<file path="src/rtl/i2c_seq_pkg.sv">
// Shared types and constants for the I2C configuration sequencer.
// Holds the FSM state encoding, table entry layout and gap-load helper.
package i2c_seq_pkg;

    typedef enum logic [2:0] {
        IDLE,
        FETCH,
        LOAD,
        ISSUE,
        WAIT,
        GAP,
        FINISH
    } seq_state_t;

    localparam int ENTRY_W  = 16;
    localparam int REG_MSB  = 15;
    localparam int REG_LSB  = 8;
    localparam int DATA_MSB = 7;
    localparam int DATA_LSB = 0;

    localparam logic [6:0] DEFAULT_DEV_ADDR = 7'h1A;

    localparam int GAP_W = 16;
    typedef logic [GAP_W-1:0] gap_t;

    // A gap of zero still costs one idle clock.
    function automatic gap_t gap_load(input int cycles);
        if (cycles < 1) begin
            return gap_t'(1);
        end
        return gap_t'(cycles);
    endfunction

endpackage

</file>
<file path="src/rtl/i2c_config_sequencer_if.sv">
// Command/response link between the sequencer and the I2C byte engine.
// master: sequencer side; slave: byte engine side.
interface i2c_config_sequencer_if;

    logic       cmd_valid;
    logic       cmd_ready;
    logic [6:0] cmd_dev;
    logic [7:0] cmd_reg;
    logic [7:0] cmd_data;
    logic       rsp_valid;
    logic       rsp_nack;

    modport master (
        output cmd_valid,
        output cmd_dev,
        output cmd_reg,
        output cmd_data,
        input  cmd_ready,
        input  rsp_valid,
        input  rsp_nack
    );

    modport slave (
        input  cmd_valid,
        input  cmd_dev,
        input  cmd_reg,
        input  cmd_data,
        output cmd_ready,
        output rsp_valid,
        output rsp_nack
    );

endinterface

</file>
<file path="src/rtl/seq_gap_timer.sv">
// Loadable down-counter timing the idle gap between transactions.
// Ports: clock, reset, load, load_value in; expired out (count == 1).
module seq_gap_timer
    import i2c_seq_pkg::*;
(
    input  logic clock,
    input  logic reset,
    input  logic load,
    input  gap_t load_value,
    output logic expired
);

    gap_t count;

    always_ff @(posedge clock) begin
        if (reset) begin
            count <= '0;
        end else if (load) begin
            count <= load_value;
        end else if (count != '0) begin
            count <= count - gap_t'(1);
        end
    end

    // Loaded with N, the last of N gap clocks sees count == 1.
    assign expired = (count == gap_t'(1));

endmodule

</file>
<file path="src/rtl/i2c_config_sequencer.sv">
// Walks a {reg,data} table and issues one I2C write per entry.
// Ports: clock, reset, start, tbl_addr/tbl_data, bus (master), busy,
// done, error, fail_count. Macro I2C_SEQ_RETRY_EN adds NACK retry.
module i2c_config_sequencer
    import i2c_seq_pkg::*;
#(
    parameter int         NUM_ENTRIES = 10,
    parameter logic [6:0] DEV_ADDR    = DEFAULT_DEV_ADDR,
    parameter int         MAX_RETRY   = 3,
    parameter int         GAP_CYCLES  = 500
) (
    input  logic                 clock,
    input  logic                 reset,
    input  logic                 start,
    output logic [7:0]           tbl_addr,
    input  logic [ENTRY_W-1:0]   tbl_data,
    i2c_config_sequencer_if.master bus,
    output logic                 busy,
    output logic                 done,
    output logic                 error,
    output logic [7:0]           fail_count
);

    localparam logic [7:0] LAST_IDX = 8'(NUM_ENTRIES - 1);
    localparam gap_t       GAP_LOAD = gap_load(GAP_CYCLES);

    seq_state_t state, state_d;
    logic [7:0] idx, idx_d;
    logic [7:0] reg_q, reg_d;
    logic [7:0] data_q, data_d;
    logic       reissue, reissue_d;
    logic       done_d, error_d;
    logic [7:0] fail_d;
    logic       gap_start;
    logic       gap_expired;
`ifdef I2C_SEQ_RETRY_EN
    logic [7:0] retry, retry_d;
`endif

    seq_gap_timer u_gap (
        .clock      (clock),
        .reset      (reset),
        .load       (gap_start),
        .load_value (GAP_LOAD),
        .expired    (gap_expired)
    );

    always_ff @(posedge clock) begin
        if (reset) begin
            state      <= IDLE;
            idx        <= '0;
            reg_q      <= '0;
            data_q     <= '0;
            reissue    <= 1'b0;
            done       <= 1'b0;
            error      <= 1'b0;
            fail_count <= '0;
`ifdef I2C_SEQ_RETRY_EN
            retry      <= '0;
`endif
        end else begin
            state      <= state_d;
            idx        <= idx_d;
            reg_q      <= reg_d;
            data_q     <= data_d;
            reissue    <= reissue_d;
            done       <= done_d;
            error      <= error_d;
            fail_count <= fail_d;
`ifdef I2C_SEQ_RETRY_EN
            retry      <= retry_d;
`endif
        end
    end

    always_comb begin
        state_d   = state;
        idx_d     = idx;
        reg_d     = reg_q;
        data_d    = data_q;
        reissue_d = reissue;
        done_d    = done;
        error_d   = error;
        fail_d    = fail_count;
        gap_start = 1'b0;
`ifdef I2C_SEQ_RETRY_EN
        retry_d   = retry;
`endif
        unique case (state)
            IDLE: begin
                if (start) begin
                    state_d = FETCH;
                    idx_d   = '0;
                    done_d  = 1'b0;
                    error_d = 1'b0;
                    fail_d  = '0;
`ifdef I2C_SEQ_RETRY_EN
                    retry_d = '0;
`endif
                end
            end
            FETCH: state_d = LOAD;
            LOAD: begin
                reg_d   = tbl_data[REG_MSB:REG_LSB];
                data_d  = tbl_data[DATA_MSB:DATA_LSB];
                state_d = ISSUE;
            end
            ISSUE: begin
                if (bus.cmd_ready) begin
                    state_d = WAIT;
                end
            end
            WAIT: begin
                if (bus.rsp_valid) begin
                    state_d   = GAP;
                    gap_start = 1'b1;
                    reissue_d = 1'b0;
                    if (bus.rsp_nack) begin
`ifdef I2C_SEQ_RETRY_EN
                        if (retry < 8'(MAX_RETRY)) begin
                            retry_d   = retry + 8'd1;
                            reissue_d = 1'b1;
                        end else begin
                            error_d = 1'b1;
                            if (fail_count != 8'hFF) begin
                                fail_d = fail_count + 8'd1;
                            end
                        end
`else
                        error_d = 1'b1;
                        if (fail_count != 8'hFF) begin
                            fail_d = fail_count + 8'd1;
                        end
`endif
                    end
                end
            end
            GAP: begin
                if (gap_expired) begin
                    if (reissue) begin
                        state_d = ISSUE;
                    end else if (idx == LAST_IDX) begin
                        state_d = FINISH;
                        done_d  = 1'b1;
                    end else begin
                        state_d = FETCH;
                        idx_d   = idx + 8'd1;
`ifdef I2C_SEQ_RETRY_EN
                        retry_d = '0;
`endif
                    end
                end
            end
            FINISH: state_d = IDLE;
            default: state_d = IDLE;
        endcase
    end

    assign tbl_addr      = idx;
    assign busy          = (state != IDLE);
    assign bus.cmd_valid = (state == ISSUE);
    assign bus.cmd_dev   = DEV_ADDR;
    assign bus.cmd_reg   = reg_q;
    assign bus.cmd_data  = data_q;

endmodule

</file>
<file path="src/flat_wrapper.sv">
// flat-port wrapper written by rule: the top's interface ports become plain ports
module i2c_config_sequencer_flat import i2c_seq_pkg::*;
#(
    parameter int         NUM_ENTRIES = 10,
    parameter logic [6:0] DEV_ADDR    = DEFAULT_DEV_ADDR,
    parameter int         MAX_RETRY   = 3,
    parameter int         GAP_CYCLES  = 500
)
  (clock, reset, start, tbl_addr, tbl_data, busy, done, error, fail_count, bus_cmd_valid, bus_cmd_dev, bus_cmd_reg, bus_cmd_data, bus_cmd_ready, bus_rsp_valid, bus_rsp_nack);
  i2c_config_sequencer_if bus_i ();
  input  logic clock;
  input  logic reset;
  input  logic start;
  output logic [7:0] tbl_addr;
  input  logic [ENTRY_W-1:0] tbl_data;
  output logic busy;
  output logic done;
  output logic error;
  output logic [7:0] fail_count;
  output wire logic [$bits(bus_i.cmd_valid)-1:0] bus_cmd_valid;
  output wire logic [$bits(bus_i.cmd_dev)-1:0] bus_cmd_dev;
  output wire logic [$bits(bus_i.cmd_reg)-1:0] bus_cmd_reg;
  output wire logic [$bits(bus_i.cmd_data)-1:0] bus_cmd_data;
  input wire logic [$bits(bus_i.cmd_ready)-1:0] bus_cmd_ready;
  input wire logic [$bits(bus_i.rsp_valid)-1:0] bus_rsp_valid;
  input wire logic [$bits(bus_i.rsp_nack)-1:0] bus_rsp_nack;
  assign bus_cmd_valid = bus_i.cmd_valid;
  assign bus_cmd_dev = bus_i.cmd_dev;
  assign bus_cmd_reg = bus_i.cmd_reg;
  assign bus_cmd_data = bus_i.cmd_data;
  assign bus_i.cmd_ready = bus_cmd_ready;
  assign bus_i.rsp_valid = bus_rsp_valid;
  assign bus_i.rsp_nack = bus_rsp_nack;
  i2c_config_sequencer #(.NUM_ENTRIES(NUM_ENTRIES), .DEV_ADDR(DEV_ADDR), .MAX_RETRY(MAX_RETRY), .GAP_CYCLES(GAP_CYCLES)) u_core (.clock(clock), .reset(reset), .start(start), .tbl_addr(tbl_addr), .tbl_data(tbl_data), .bus(bus_i), .busy(busy), .done(done), .error(error), .fail_count(fail_count));
endmodule
</file>
<file path="config.mk">
export PLATFORM = sky130hd
export DESIGN_NAME = i2c_config_sequencer_flat
export DESIGN_NICKNAME = d
export VERILOG_FILES = /design/src/rtl/i2c_seq_pkg.sv /design/src/rtl/i2c_config_sequencer_if.sv /design/src/rtl/seq_gap_timer.sv /design/src/rtl/i2c_config_sequencer.sv /design/src/flat_wrapper.sv
export SDC_FILE = /design/constraint.sdc
export NUM_CORES = 1
export LEC_CHECK = 0
export BUFFER_PORTS_ARGS = -buffer_cell sky130_fd_sc_hd__buf_2
export CAP_MARGIN = 20
export CORE_ASPECT_RATIO = 1.2
export CORE_MARGIN = 1.5
export CORE_UTILIZATION = 30
export DETAILED_ROUTE_END_ITERATION = 8
export MAX_ROUTING_LAYER = met4
export SLEW_MARGIN = 20
export SYNTH_ARGS = -nofsm -noshare
export SYNTH_HDL_FRONTEND = slang
export SYNTH_SLANG_ARGS = --single-unit
</file>
<file path="constraint.sdc">
create_clock -name clock -period 1.9 [get_ports clock]
set_input_delay 0.19 -clock clock [delete_from_list [all_inputs] [get_ports clock]]
set_output_delay 0.19 -clock clock [all_outputs]
set_load 0.01 [all_outputs]
</file>
==> results of run 1 <==
[per-layer routing]
| layer | global-route usage, % | up-vias | part of all wire (%) |
|---|---|---|---|
| li1 | - | 1288 | - |
| met1 | 17.5 | 1221 | 46 |
| met2 | 24.5 | 46 | 50 |
| met3 | 2.69 | 6 | 3.1 |
| met4 | 4.02 | 0 | 1.3 |
| met5 | - | - | 0 |
[repair_timing]
action | CTS | global route
hold buffers | 0 | 0
buffers inserted | 4 | 2
pin swaps | 20 | 15
setup endpoints to repair | 18 | 27
gates resized for setup | 19 | 14
gates cloned | 1 | 0
[metrics by stage]
step / total power (µW) / std cells
floorplan: 2800 / 319
global placement: 3520 / 517
detailed placement: 3550 / 517
CTS: 4560 / 529
global route: 4980 / 531
finish: 4680 / 531
[cell families (layout without fill, tap and decap cells)]
| family | Yosys count | in the layout | share of synthesized area, % |
|---|---|---|---|
| and+or+nand+nor | 137 | 137 | 28.9 |
| AOI/OAI and AO/OA | 75 | 75 | 17.4 |
| DFF | 53 | 53 | 40.8 |
| buffers and inverters | 28 | 123 | 5.38 |
| xor gates and xnor gates | 11 | 11 | 3.70 |
| adders and majority gates | 5 | 5 | 2.40 |
| muxes | 3 | 3 | 1.15 |
| other | 2 | 7 | 0.289 |
[how the worst max path moves through the flow]
stage | from | end | slack [ns] | cells past startpoint
2_1_floorplan | u_core.u_gap.count[15] | u_core.tbl_addr[5] | -0.03 | 5
3_3_place_gp | u_core.u_gap.count[1] | u_core.tbl_addr[5] | -0.12 | 7
3_5_place_dp | u_core.u_gap.count[1] | u_core.tbl_addr[4] | -0.17 | 8
4_1_cts | u_core.u_gap.count[1] | u_core.tbl_addr[5] | -0.16 | 7
5_1_grt | u_core.u_gap.count[13] | u_core.tbl_addr[5] | -0.25 | 5
6_report | u_core.u_gap.count[13] | u_core.tbl_addr[5] | -0.20 | 5
[worst max-delay path, delay by kind of cell, from the launching register on]
family / cells / cell delay, ns
AND/OR/NAND/NOR: 3 / 1.42
flip-flops: 1 / 0.34
AO/OA/AOI/OAI: 2 / 0.28
[cell type report]
cell class / count / area share [%]
timing repair buffer: 109 / 19.5
inverter: 6 / 0.631
tap: 117 / 4.10
sequential: 53 / 29.9
clock buffer: 5 / 1.93
multi-input combinational: 238 / 43.4
clock inverter: 3 / 0.596
[power by group]
group / switching (µW) / internal, µW / leakage, µW / total (µW)
Sequential: 109 / 1300 / 0.000432 / 1410
Clock: 418 / 263 / 0.0000445 / 681
Combinational: 1280 / 1310 / 0.00102 / 2590
[layout by cell type, fill, tap and decap left out, types with 4 or more instances in the layout]
cell | Yosys | layout
nand3b_1 | 5 | 5
inv_1 | 6 | 5
clkbuf_8 | 0 | 5
or2_2 | 4 | 4
buf_2 | 1 | 57
dfxtp_2 | 0 | 5
o21ai_0 | 8 | 7
nand2b_1 | 7 | 6
buf_6 | 1 | 5
dfxtp_1 | 53 | 48
conb_1 | 2 | 7
a211oi_2 | 0 | 5
or3_1 | 7 | 7
nand3_1 | 7 | 7
nor2_1 | 26 | 24
nand4_1 | 4 | 4
a21oi_1 | 42 | 39
xnor2_1 | 7 | 6
nor3_1 | 7 | 6
xor2_1 | 4 | 4
buf_4 | 7 | 47
nand2_1 | 46 | 46
==> summary.txt, run 1 <==
Outcome
  – Status: complete, but fails checks
  – Failing checks: negative setup slack

Min path
  – Hold worst-path end: u_core.bus.cmd_reg[3]
  – WHS Path Cells: 3
  – Hold path startpoint: tbl_data[11]
  – Hold WC Path Type: in2reg

STA
  – Worst setup margin: -0.197 ns
  – Layout Skew: 0.00744 ns
  – Tmin final: 2.10 ns
  – Worst Tran Pin Value: 0.550 ns
  – Period utilisation layout: 110%
  – Fin Setup TNS: -1.48 ns
  – Fin. Hold Viols: 0
  – WHS: 0.0990 ns
  – Pins Over Slew Limit: 0
  – Fmax: 477 MHz
  – Final number of setup-violating endpoints: 19
  – RSZ-0062 raised after global routing: true
  – Slew HR: 63.2%

GRT
  – Vias in the first global route: 2,365
  – First-pass GRT wire length: 10.6 mm
  – Initial antenna violation count: 0
  – Pin count of the biggest net entering global routing: 30
  – Overflow after GRT: 0
  – All-Layer GR Usage: 14.5%

Job
  – Max-cap violations: 0

Yosys
  – Most frequent cell after synthesis: dfxtp_1
  – Main flop type after synthesis: dfxtp_1
  – Leading post-synthesis cells by cell area: dfxtp_1 (41%), a21oi_1 (8.1%), nand2_1 (6.6%), nor2_1 (3.8%), ha_1 (2.4%)
  – Synth cell count leaders: dfxtp_1 (53), nand2_1 (46), a21oi_1 (42)
  – Synth top area share: 40.8%
  – Sequential share of the synthesized area: 40.8%
  – Async SR Flop Fraction: 0%
  – Post-synth cell types: 53
  – Syn avg cell area: 8.29 µm²
  – Mapped Area: 2600 µm²
  – Gate Count Post-Synth: 314
  – Register bit total from synthesis: 53
  – Post-synth top area cell: dfxtp_1
  – Synth Warn #: 0
  – Post-synth EDFFs: 0

Worst setup path
  – Critical path peak fanout: 7
  – Worst reg-to-reg path cell count: 5
  – Critical Path Max Stage Delay: 0.57 ns
  – Kind of critical path: reg2reg
  – CP Data Arrival Time: 2.35 ns
  – Critical-path cell with the highest stage delay: or4_4
  – WP data required: 2.16 ns
  – Reg2reg end: u_core.tbl_addr[5]
  – Crit-path cells: or4_4, nor4_4, o22ai_4, or4_1, a21oi_1
  – Worst setup SP type: flop
  – Setup slack, reg-to-reg: -0.20 ns
  – Launching point of the worst reg2reg path: u_core.u_gap.count[13]
  – CP endpoint kind: flop

Finish
  – Antenna Cells: 0
  – Cell area after layout: 3570 µm²
  – Biggest register: u_core.u_gap.count
  – Register area: 1070 µm²
  – Layout cells sized above 1: 38.4%
  – Nets: 440
  – Finished Core Util: 41.9%
  – Max FFs per register: 16
  – Multi-input gate area: 1550 µm²
  – # fillers: 893
  – P&R area growth vs syn: 37.1%

Placement
  – Gpl congestion: 0.825
  – Setup slack at placement: -0.169 ns
  – Dpl cell area: 3300 µm²
  – DP HPWL: 4.72 mm
  – IO Port Bufs: 57

Clocking
  – CTS clk-pin slew, worst paths: 0.11 ns
  – CTS tree: done
  – Clock sinks: 53
  – Clock Tree Buf Depth: 2
  – Root Buffer: clkbuf_8
  – Later-pin clock latency in the skew report: 0.32 ns
  – # H-tree levels: 2
  – Number of buffers created by CTS: 5

Route
  – Drt pass-1 iters: 4
  – WL/cell: 12.2 µm
  – Antenna-violating nets left: 0
  – Final wirelength: 6.48 mm
  – Via Count: 2,561
  – Iter 0 DRT Violations: 81
  – DRC violations left: 0
  – Via density: 4.82

Floorplan
  – Die area: 9250 µm²
  – Die Width: 88.0 µm
  – CORE AREA: 8520 µm²
  – Starting Density: 30.6%
  – Rows: 37
  – Top Ports: 65
  – Die Y: 105 µm

Power
  – Power Dens Cells: 1310 nW/µm²
  – Leakage: 0.00149 µW
  – Worst vdd ir: 559 µV
Note: power is estimated with default switching activity, not from simulation.
==> run 2, diff against run 1 <==
--- a/config.mk
+++ b/config.mk
@@ -11,6 +11,7 @@
 export CORE_MARGIN = 1.5
 export CORE_UTILIZATION = 30
 export DETAILED_ROUTE_END_ITERATION = 8
+export GPL_TIMING_DRIVEN = 0
 export MAX_ROUTING_LAYER = met4
 export SLEW_MARGIN = 20
 export SYNTH_ARGS = -nofsm -noshare
==> constraint.sdc (replaced) <==
create_clock -name clock -period 1.9 [get_ports clock]
set_input_delay 0.095 -clock clock [delete_from_list [all_inputs] [get_ports clock]]
set_output_delay 0.095 -clock clock [all_outputs]
set_load 0.01 [all_outputs]
==> run 2 against run 1 <==
The flow still finishes with violations (negative setup slack). Die area stayed put. Non-clock buffer count is 19 lower. Register-to-register slack worse by 0.02 ns. Critical path depth stayed put. Worst hold slack worse by 0.092 ns. Sequential share of layout area is 1.6 points higher. Global-route usage is 0.61 points lower. Cell count is 3.6% lower. Clock-buffer cell count stayed put. Worst setup slack worse by 0.017 ns. Utilization is 1.9 points lower. Final area is 4.5% lower. Critical endpoint unchanged. Largest power group unchanged.
==> summary.txt, run 2 (same netlist as run 1, synthesis figures left out) <==
Worst setup path
  – Worst reg-to-reg path cell count: 5
  – Critical path peak fanout: 6
  – Kind of critical path: reg2reg
  – Setup slack, reg-to-reg: -0.21 ns
  – Launching point of the worst reg2reg path: u_core.u_gap.count[10]
  – Worst setup SP type: flop
  – Reg2reg end: u_core.tbl_addr[5]
  – CP Data Arrival Time: 2.36 ns
  – WP data required: 2.15 ns
  – CP endpoint kind: flop

Finish
  – Most common cell after layout, fill and taps aside: buf_2
  – Fin cells: 512
  – Commonest non-fill, non-tap cells in the layout: buf_2 (59), dfxtp_1 (47), nand2_1 (46), a21oi_1 (39), nor2_1 (24)
  – Cell area after layout: 3410 µm²
  – Nets: 421
  – Finished Core Util: 40.0%
  – Max FFs per register: 16
  – Layout cells sized above 1: 33.7%
  – P&R area growth vs syn: 31.0%
  – Biggest register: u_core.u_gap.count
  – Antenna Cells: 0

GRT
  – Pin count of the biggest net entering global routing: 18
  – All-Layer GR Usage: 13.9%
  – Initial antenna violation count: 0
  – Overflow after GRT: 0
  – Vias in the first global route: 2,200
  – First-pass GRT wire length: 10.2 mm

STA
  – Tmin final: 2.11 ns
  – Final number of setup-violating endpoints: 19
  – RSZ-0062 raised after global routing: true
  – Slew HR: 62.1%
  – Pins Over Slew Limit: 0
  – Fin. Hold Viols: 0
  – Period utilisation layout: 111%
  – Worst setup margin: -0.214 ns
  – Layout Skew: 0.00302 ns
  – Worst Tran Pin Value: 0.568 ns
  – Fmax: 473 MHz

Clocking
  – Number of buffers created by CTS: 5
  – Later-pin clock latency in the skew report: 0.31 ns
  – CTS tree: done
  – Root Buffer: clkbuf_8
  – # H-tree levels: 2
  – Hold buffers post-CTS: 0
  – Clock Tree Buf Depth: 2
  – CTS clk-pin slew, worst paths: 0.10 ns
  – Clock sinks: 53

Route
  – WL/cell: 12.2 µm
  – Drt pass-1 iters: 4
  – DRC violations left: 0
  – Final wirelength: 6.25 mm
  – Via Count: 2,454
  – Iter 0 DRT Violations: 147
  – Via density: 4.79
  – Antenna-violating nets left: 0

Power
  – Worst vdd ir: 488 µV
  – Power Dens Cells: 1280 nW/µm²
  – Leakage: 0.00135 µW

Min path
  – Hold WC Path Type: in2reg
  – Hold path startpoint: tbl_data[2]
  – Hold worst-path end: u_core.bus.cmd_data[2]
  – WHS Path Cells: 3

Floorplan
  – Die Y: 105 µm
  – Top Ports: 65
  – Die area: 9250 µm²
  – CORE AREA: 8520 µm²
  – Rows: 37
  – Die Width: 88.0 µm
  – Starting Density: 30.6%

Placement
  – Dpl cell area: 3070 µm²
  – IO Port Bufs: 57
  – Gpl congestion: 0.795
  – DP HPWL: 4.44 mm
  – Post-Place Cells: 493

Job
  – Max-cap violations: 0

Outcome
  – Failing checks: negative setup slack
  – Status: complete, but fails checks
## run 2: layer usage
layer	up-vias	share of wire, %	global-route usage (%)
met2	48	50	22.6
li1	1250	-	-
met1	1149	44	17.2
met5	-	0	-
met4	0	1.4	4.24
met3	7	4.2	2.92
## run 2: final cells by class
cell class | count | area (µm²)
fillers | 902 | 5110
clock inverters | 3 | 22.5
multi-input cells | 238 | 1560
well taps | 117 | 146
flip-flops and latches | 53 | 1070
plain buffers | 18 | 106
inverters | 6 | 22.5
clock buffers | 5 | 68.8
repair buffers | 72 | 410
## run 2: through the flow
stage	TNS, ns	hold slack [ns]	power [µW]	worst slack (ns)
finish	-1.53	0.00699	4380	-0.214
global route	-3.70	0.0106	4670	-0.292
CTS	-1.17	0.000502	3990	-0.195
detailed placement	-6.79	0.342	3120	-0.382
global placement	-6.06	0.337	3100	-0.372
floorplan	-0.0276	0.231	2800	-0.0276
## run 2: where the power goes
part	total [µW]	leakage [µW]	internal, µW	switching (µW)
logic	2220	0.000878	1100	1120
registers	1490	0.000433	1310	187
clock network	661	0.0000364	259	402
## run 2: worst max-delay path: stages, from the launching register on
cell	delay (ns)
dfxtp_2	0.35
or4_4	0.58
nor4_4	0.35
o22ai_2	0.17
or4_1	0.48
a21oi_1	0.13
## run 2: worst max path at each step
stage | start | endpoint | slack [ns] | depth (start not counted)
finish | u_core.u_gap.count[10] | u_core.tbl_addr[5] | -0.21 | 5
global route | u_core.u_gap.count[1] | u_core.tbl_addr[5] | -0.29 | 7
CTS | u_core.u_gap.count[10] | u_core.tbl_addr[5] | -0.20 | 5
detailed placement | u_core.state[0] | u_core.fail_count[2] | -0.38 | 6
global placement | u_core.state[1] | u_core.fail_count[5] | -0.37 | 6
floorplan | u_core.u_gap.count[15] | u_core.tbl_addr[5] | -0.03 | 5
## run 2: repair_timing
| action | 4_1_cts | 5_1_grt |
|---|---|---|
| pin swaps | 6 | 12 |
| setup buffers | 9 | 5 |
| gates cloned | 0 | 1 |
| endpoints found under the setup margin | 42 | 39 |
| resized for setup | 18 | 21 |
